`config.mk`:
```
export PLATFORM = sky130hd
export DESIGN_NAME = branch_resolve_unit
export DESIGN_NICKNAME = d
export VERILOG_FILES = /design/src/rtl/branch_resolve_unit.sv
export SDC_FILE = /design/constraint.sdc
export NUM_CORES = 1
export LEC_CHECK = 0
export ABC_AREA = 1
export CAP_MARGIN = 10
export CORE_UTILIZATION = 59
export CTS_BUF_LIST = sky130_fd_sc_hd__clkbuf_16
export CTS_CLUSTER_DIAMETER = 40
export DETAILED_ROUTE_END_ITERATION = 16
export PLACE_DENSITY_LB_ADDON = 0.15
export SYNTH_ARGS = -nofsm -noshare
export SYNTH_HDL_FRONTEND = slang
export SYNTH_SLANG_ARGS = --single-unit
```
`constraint.sdc`:
```
create_clock -name clk -period 6.9 [get_ports clk]
set_input_delay 0.69 -clock clk [delete_from_list [all_inputs] [get_ports clk]]
set_output_delay 0.69 -clock clk [all_outputs]
set_load 0.1 [all_outputs]
```
`src/rtl/branch_resolve_unit.sv`:
```
`default_nettype none
// =============================================================================
// Module      : branch_resolve_unit
// Description : MEM-stage branch resolution. Registers a redirect on a
//               mispredict; queues predictor updates in a FIFO.
//               Optional perf counters: define BRANCH_PERF_CNT_EN.
// Revision    : 1.0 - initial release
// =============================================================================
module branch_resolve_unit #(
    parameter int DEPTH = 4,
    parameter int CNT_W = 32
) (
    input  logic        clk,
    input  logic        rst,
    input  logic        mem_valid,
    input  logic        mem_is_br,
    input  logic        mem_is_jmp,
    input  logic [31:0] mem_pc_out,
    input  logic [31:0] mem_alu_out,
    input  logic        mem_br_en,
    input  logic [31:0] mem_predicted_pcmux_out,
    input  logic        mem_predicted_taken,
    input  logic        mem_BTB_hit,
    input  logic [1:0]  mem_predicted_counter,
    input  logic        upd_ready,
    output logic        redirect_valid,
    output logic [31:0] redirect_pc,
    output logic        upd_valid,
    output logic [31:0] upd_pc,
    output logic [31:0] upd_target,
    output logic        upd_taken,
    output logic [1:0]  upd_counter,
    output logic        upd_alloc,
    output logic        stall_req,
    output logic        mem_misprediction
`ifdef BRANCH_PERF_CNT_EN
    ,
    output logic [CNT_W-1:0] perf_branches,
    output logic [CNT_W-1:0] perf_mispredicts
`endif
);

    localparam int c_ADDR_W = (DEPTH > 1) ? $clog2(DEPTH) : 1;

    typedef struct packed {
        logic [31:0] pc;
        logic [31:0] target;
        logic        taken;
        logic [1:0]  counter;
        logic        alloc;
    } upd_rec_t;

    generate
        if (DEPTH < 2 || (DEPTH & (DEPTH - 1)) != 0 || CNT_W < 1) begin : g_param_check
            $error("branch_resolve_unit: DEPTH must be a power of two >= 2 and CNT_W >= 1");
        end
    endgenerate

    logic              r_redirect_valid;
    logic [31:0]       r_redirect_pc;
    logic              r_suppress;
    logic [c_ADDR_W:0] r_wr_ptr;
    logic [c_ADDR_W:0] r_rd_ptr;
    upd_rec_t          r_fifo [DEPTH];

    logic        w_resolve;
    logic        w_actual_taken;
    logic [31:0] w_correct_pc;
    logic        w_mispredict;
    logic [1:0]  w_new_cnt;
    logic        w_full;
    logic        w_empty;
    logic        w_stall;
    logic        w_push;
    logic        w_pop;
    upd_rec_t    w_new_rec;
    upd_rec_t    w_head;
    logic        w_unused_ok;

    // The fetch-side taken bit is implied by the predicted PC, so it is not needed here.
    assign w_unused_ok = mem_predicted_taken;

    assign w_resolve      = mem_valid & (mem_is_br | mem_is_jmp) & ~r_suppress;
    assign w_actual_taken = mem_is_jmp | mem_br_en;
    assign w_correct_pc   = w_actual_taken ? mem_alu_out : (mem_pc_out + 32'd4);
    assign w_mispredict   = w_resolve & (w_correct_pc != mem_predicted_pcmux_out);

    always_comb begin
        w_new_cnt = mem_predicted_counter;
        if (mem_is_jmp) begin
            w_new_cnt = 2'b11;
        end else if (w_actual_taken) begin
            if (mem_predicted_counter != 2'b11) w_new_cnt = mem_predicted_counter + 2'd1;
        end else begin
            if (mem_predicted_counter != 2'b00) w_new_cnt = mem_predicted_counter - 2'd1;
        end
    end

    always_comb begin
        w_new_rec         = '0;
        w_new_rec.pc      = mem_pc_out;
        w_new_rec.target  = mem_alu_out;
        w_new_rec.taken   = w_actual_taken;
        w_new_rec.counter = w_new_cnt;
        w_new_rec.alloc   = w_actual_taken & ~mem_BTB_hit;
    end

    // Full when the wrap bits differ but the index bits match.
    assign w_empty = (r_wr_ptr == r_rd_ptr);
    assign w_full  = (r_wr_ptr[c_ADDR_W] != r_rd_ptr[c_ADDR_W]) &&
                     (r_wr_ptr[c_ADDR_W-1:0] == r_rd_ptr[c_ADDR_W-1:0]);
    assign w_pop   = ~w_empty & upd_ready;
    assign w_stall = w_resolve & w_full & ~upd_ready;
    assign w_push  = w_resolve & ~w_stall;

    always_ff @(posedge clk or posedge rst) begin
        if (rst) begin
            r_wr_ptr <= '0;
            r_rd_ptr <= '0;
        end else begin
            if (w_push) r_wr_ptr <= r_wr_ptr + 1'b1;
            if (w_pop)  r_rd_ptr <= r_rd_ptr + 1'b1;
        end
    end

    // Storage needs no reset: every read is gated by the empty flag.
    always_ff @(posedge clk) begin
        if (w_push) r_fifo[r_wr_ptr[c_ADDR_W-1:0]] <= w_new_rec;
    end

    assign w_head = r_fifo[r_rd_ptr[c_ADDR_W-1:0]];

    always_comb begin
        upd_valid   = ~w_empty;
        upd_pc      = '0;
        upd_target  = '0;
        upd_taken   = 1'b0;
        upd_counter = '0;
        upd_alloc   = 1'b0;
        if (!w_empty) begin
            upd_pc      = w_head.pc;
            upd_target  = w_head.target;
            upd_taken   = w_head.taken;
            upd_counter = w_head.counter;
            upd_alloc   = w_head.alloc;
        end
    end

    // The suppress window marks the instruction behind a redirect as wrong-path.
    always_ff @(posedge clk or posedge rst) begin
        if (rst) begin
            r_redirect_valid <= 1'b0;
            r_redirect_pc    <= '0;
            r_suppress       <= 1'b0;
        end else begin
            r_redirect_valid <= w_push & w_mispredict;
            r_suppress       <= w_push & w_mispredict;
            if (w_push & w_mispredict) r_redirect_pc <= w_correct_pc;
        end
    end

    assign redirect_valid    = r_redirect_valid;
    assign redirect_pc       = r_redirect_pc;
    assign stall_req         = w_stall;
    assign mem_misprediction = w_mispredict;

`ifdef BRANCH_PERF_CNT_EN
    logic [CNT_W-1:0] r_perf_branches;
    logic [CNT_W-1:0] r_perf_mispredicts;

    always_ff @(posedge clk or posedge rst) begin
        if (rst) begin
            r_perf_branches    <= '0;
            r_perf_mispredicts <= '0;
        end else begin
            if (w_push)                r_perf_branches    <= r_perf_branches + 1'b1;
            if (w_push & w_mispredict) r_perf_mispredicts <= r_perf_mispredicts + 1'b1;
        end
    end

    assign perf_branches    = r_perf_branches;
    assign perf_mispredicts = r_perf_mispredicts;
`endif

endmodule
`default_nettype wire

```
==> impl_metrics.env <==
export IMPL_status="complete, no violations"
export IMPL_antenna_found_initial=2
export IMPL_ys_warn_count=0
export IMPL_crit_fanout=40
export IMPL_via_per_inst=5.59
export IMPL_drt_wl_total_mm=37.3
export IMPL_cts_root_buffer="clkbuf_16"
export IMPL_core_rowCount=57
export IMPL_synth_cells=1468
export IMPL_vias=11303
export IMPL_synth_net_count=1581
export IMPL_finalClockSkew_ns=0.0139
export IMPL_path_class="in2out"
export IMPL_slowest_stage="clkdlybuf4s50_1"
export IMPL_die_area_sq_um=25300
export IMPL_wl_per_cell_um=18.4
export IMPL_yosysUniqueCellTypes=35
export IMPL_fmaxAchievable_mhz=175
export IMPL_crit_family="simple AND/OR/NAND/NOR gates"
export IMPL_hold_path_class="reg2reg"
export IMPL_ys_seq_area_frac=0.627
export IMPL_synth_ff_type="edfxtp_1"
export IMPL_core_area_sq_um=24200
export IMPL_cp_end_kind="output port"
export IMPL_path_buf_inv=4
export IMPL_cts_made_buffers=40
export IMPL_stdcell_count=2022
export IMPL_die_x_um=159
export IMPL_rsz0062_at_grt="false"
export IMPL_tns_ns=0
export IMPL_postCtsSetupBuffers=0
export IMPL_drv_slew=0
export IMPL_critical_path_max_stage_delay_ns=0.96
export IMPL_cts_htree_levels=2
export IMPL_fin_crit_ns=5.71
export IMPL_clk_pin_slew_worst_paths_ns=0.06
export IMPL_dp_cells=1945
export IMPL_grt_overflow=0
export IMPL_crit_top_cell="nand2_1"
export IMPL_finalSetupViolations=0
export IMPL_fin_nets=1776
export IMPL_clock_sinks=311
export IMPL_arrival_ns=5.02
export IMPL_grt_usage=0.300
export IMPL_synth_edf_count=272
export IMPL_hold_slack_ns=0.477
export IMPL_synth_top_cell_area_share=0.560
export IMPL_cts_tree="yes"
export IMPL_clk_path_buf_depth=3
export IMPL_synth_most_common_cell="nand2_1"
export IMPL_syn_to_final_growth_pct=25.8
export IMPL_grt_max_degree=104
export IMPL_io_pins=211
export IMPL_synth_async_reset_ratio=0.125
export IMPL_first_pass_iters=5
export IMPL_drc=0
export IMPL_first_iter_violations=935
export IMPL_tightest_slew_ns=1.15
export IMPL_synth_area_top_cells="edfxtp_1 (56%), nand2_1 (8.6%), dfrtp_1 (6.7%), nor2_1 (6.5%), o32ai_1 (4.1%)"
export IMPL_grt_pass1_wl_mm=58.8
export IMPL_drive_above_1_share=0.0950
export IMPL_cp_required_ns=6.21
export IMPL_critPathLaunchType="primary input"
export IMPL_ctsResizeCount=0
export IMPL_io_buffers=209
export IMPL_ys_top_cells_by_count="nand2_1 (332), edfxtp_1 (272), nor2_1 (254)"
export IMPL_worstSkewPairLatency_ns=0.53
export IMPL_holdBufCountCts=0
export IMPL_path_cells="clkdlybuf4s50_1 -> nor2_4 -> inv_2 -> nand2_1 -> nand2_1 -> nand2_1 -> nand2_1 -> nor2_1 -> nand3_1 -> nor2_1 -> nand3_1 -> nor2_1 -> nand3_1 -> nor2_4 -> nand2_4 -> nand2_1 -> inv_1 -> clkdlybuf4s50_1"
export IMPL_grt_pass1_vias=10952
export IMPL_dp_hpwl_mm=23.0
export IMPL_slew_headroom=0.236
export IMPL_place_congestion=0.838
export IMPL_fin_crit_sh=0.828
export IMPL_start_util=0.601
export IMPL_hold_violations=0
export IMPL_max_cap_violations=0
export IMPL_ys_ff_latch=311
export IMPL_dieHeight_um=159
export IMPL_syn_avg_cell_area_sq_um=9.93
export IMPL_synthesis_area_sq_um=14600
export IMPL_drt_antenna_violating_nets=0
export IMPL_synth_top_area_cell="edfxtp_1"
==> sequential cells by signal, summed over array words and instances (netlist names) <==
name / count
r_fifo: 272
r_rd_ptr: 3
r_suppress: 1
r_wr_ptr: 3
redirect_pc: 32
==> placed cells by master, fill, tap and decap left out, types with 10 or more instances in the layout <==
cell and count:
clkbuf_16 41, clkdlybuf4s50_1 209, dfrtp_1 37, edfxtp_1 272, inv_1 162, nand2_1 332
nand2_2 31, nand3_1 79, nand3b_1 10, nor2_1 250, nor2_4 13, o21ai_0 74
o32ai_1 68, or2_2 20
==> area by class of cell <==
type / count / area [sq um]
Tap cell: 324 / 405
Sequential cell: 311 / 9150
Fill cell: 1686 / 5920
Antenna cell: 3 / 7.51
Timing Repair Buffer: 221 / 2230
Clock inverter: 33 / 353
Inverter: 159 / 599
Multi-Input combinational cell: 930 / 4550
Clock buffer: 41 / 1030
==> worst register-to-register path: stages, from the launching register on <==
cell and delay (ns):
dfrtp_4 0.86, xnor2_1 0.19, nand3_1 0.17, nor3_1 0.11, nor2_4 0.08, buf_4 0.41
inv_1 0.31, nor2_4 0.86, buf_12 0.37
==> layer usage <==
metal  global-route usage  wire, um  vias up
li1                     -         -     5309
met1                0.408     15500     5402
met2                0.478     17500      512
met3               0.0547      3010       80
met4                0.129      1260        0
met5                    0         0        -
==> cell families after synthesis <==
group,after synthesis,share of synthesized area
fa+ha+maj,6,0.00515
simple gates,758,0.226
flops,311,0.627
buf+inv,227,0.0625
compound gates,155,0.0722
xor+xnor,11,0.00661
==> stage by stage <==
step                      worst slack (ns)   util  cell area [sq um]
after detailed placement              1.25  0.699              16900
after floorplan                       1.26      -              14600
after global placement                1.31  0.699              16900
after CTS                             1.22  0.756              18300
final                                 1.19  0.756              18300
after global routing                 0.907  0.756              18300
==> path summary, 6_finish.rpt <==
path	startpoint	to	slack, ns	depth (start not counted)
max	mem_br_en	mem_misprediction	1.19	18
min	redirect_pc[19]	redirect_pc[19]	0.48	2
max reg2reg	r_rd_ptr[0]	r_fifo[3][61]	3.21	8
min reg2reg	redirect_pc[19]	redirect_pc[19]	0.48	2
max in group asynchronous	rst	r_rd_ptr[1]	5.87	3
min in group asynchronous	rst	redirect_pc[18]	0.59	3
Power is not shown: default switching activity piles up to over one toggle a cycle in this logic, so the estimate is an artifact.
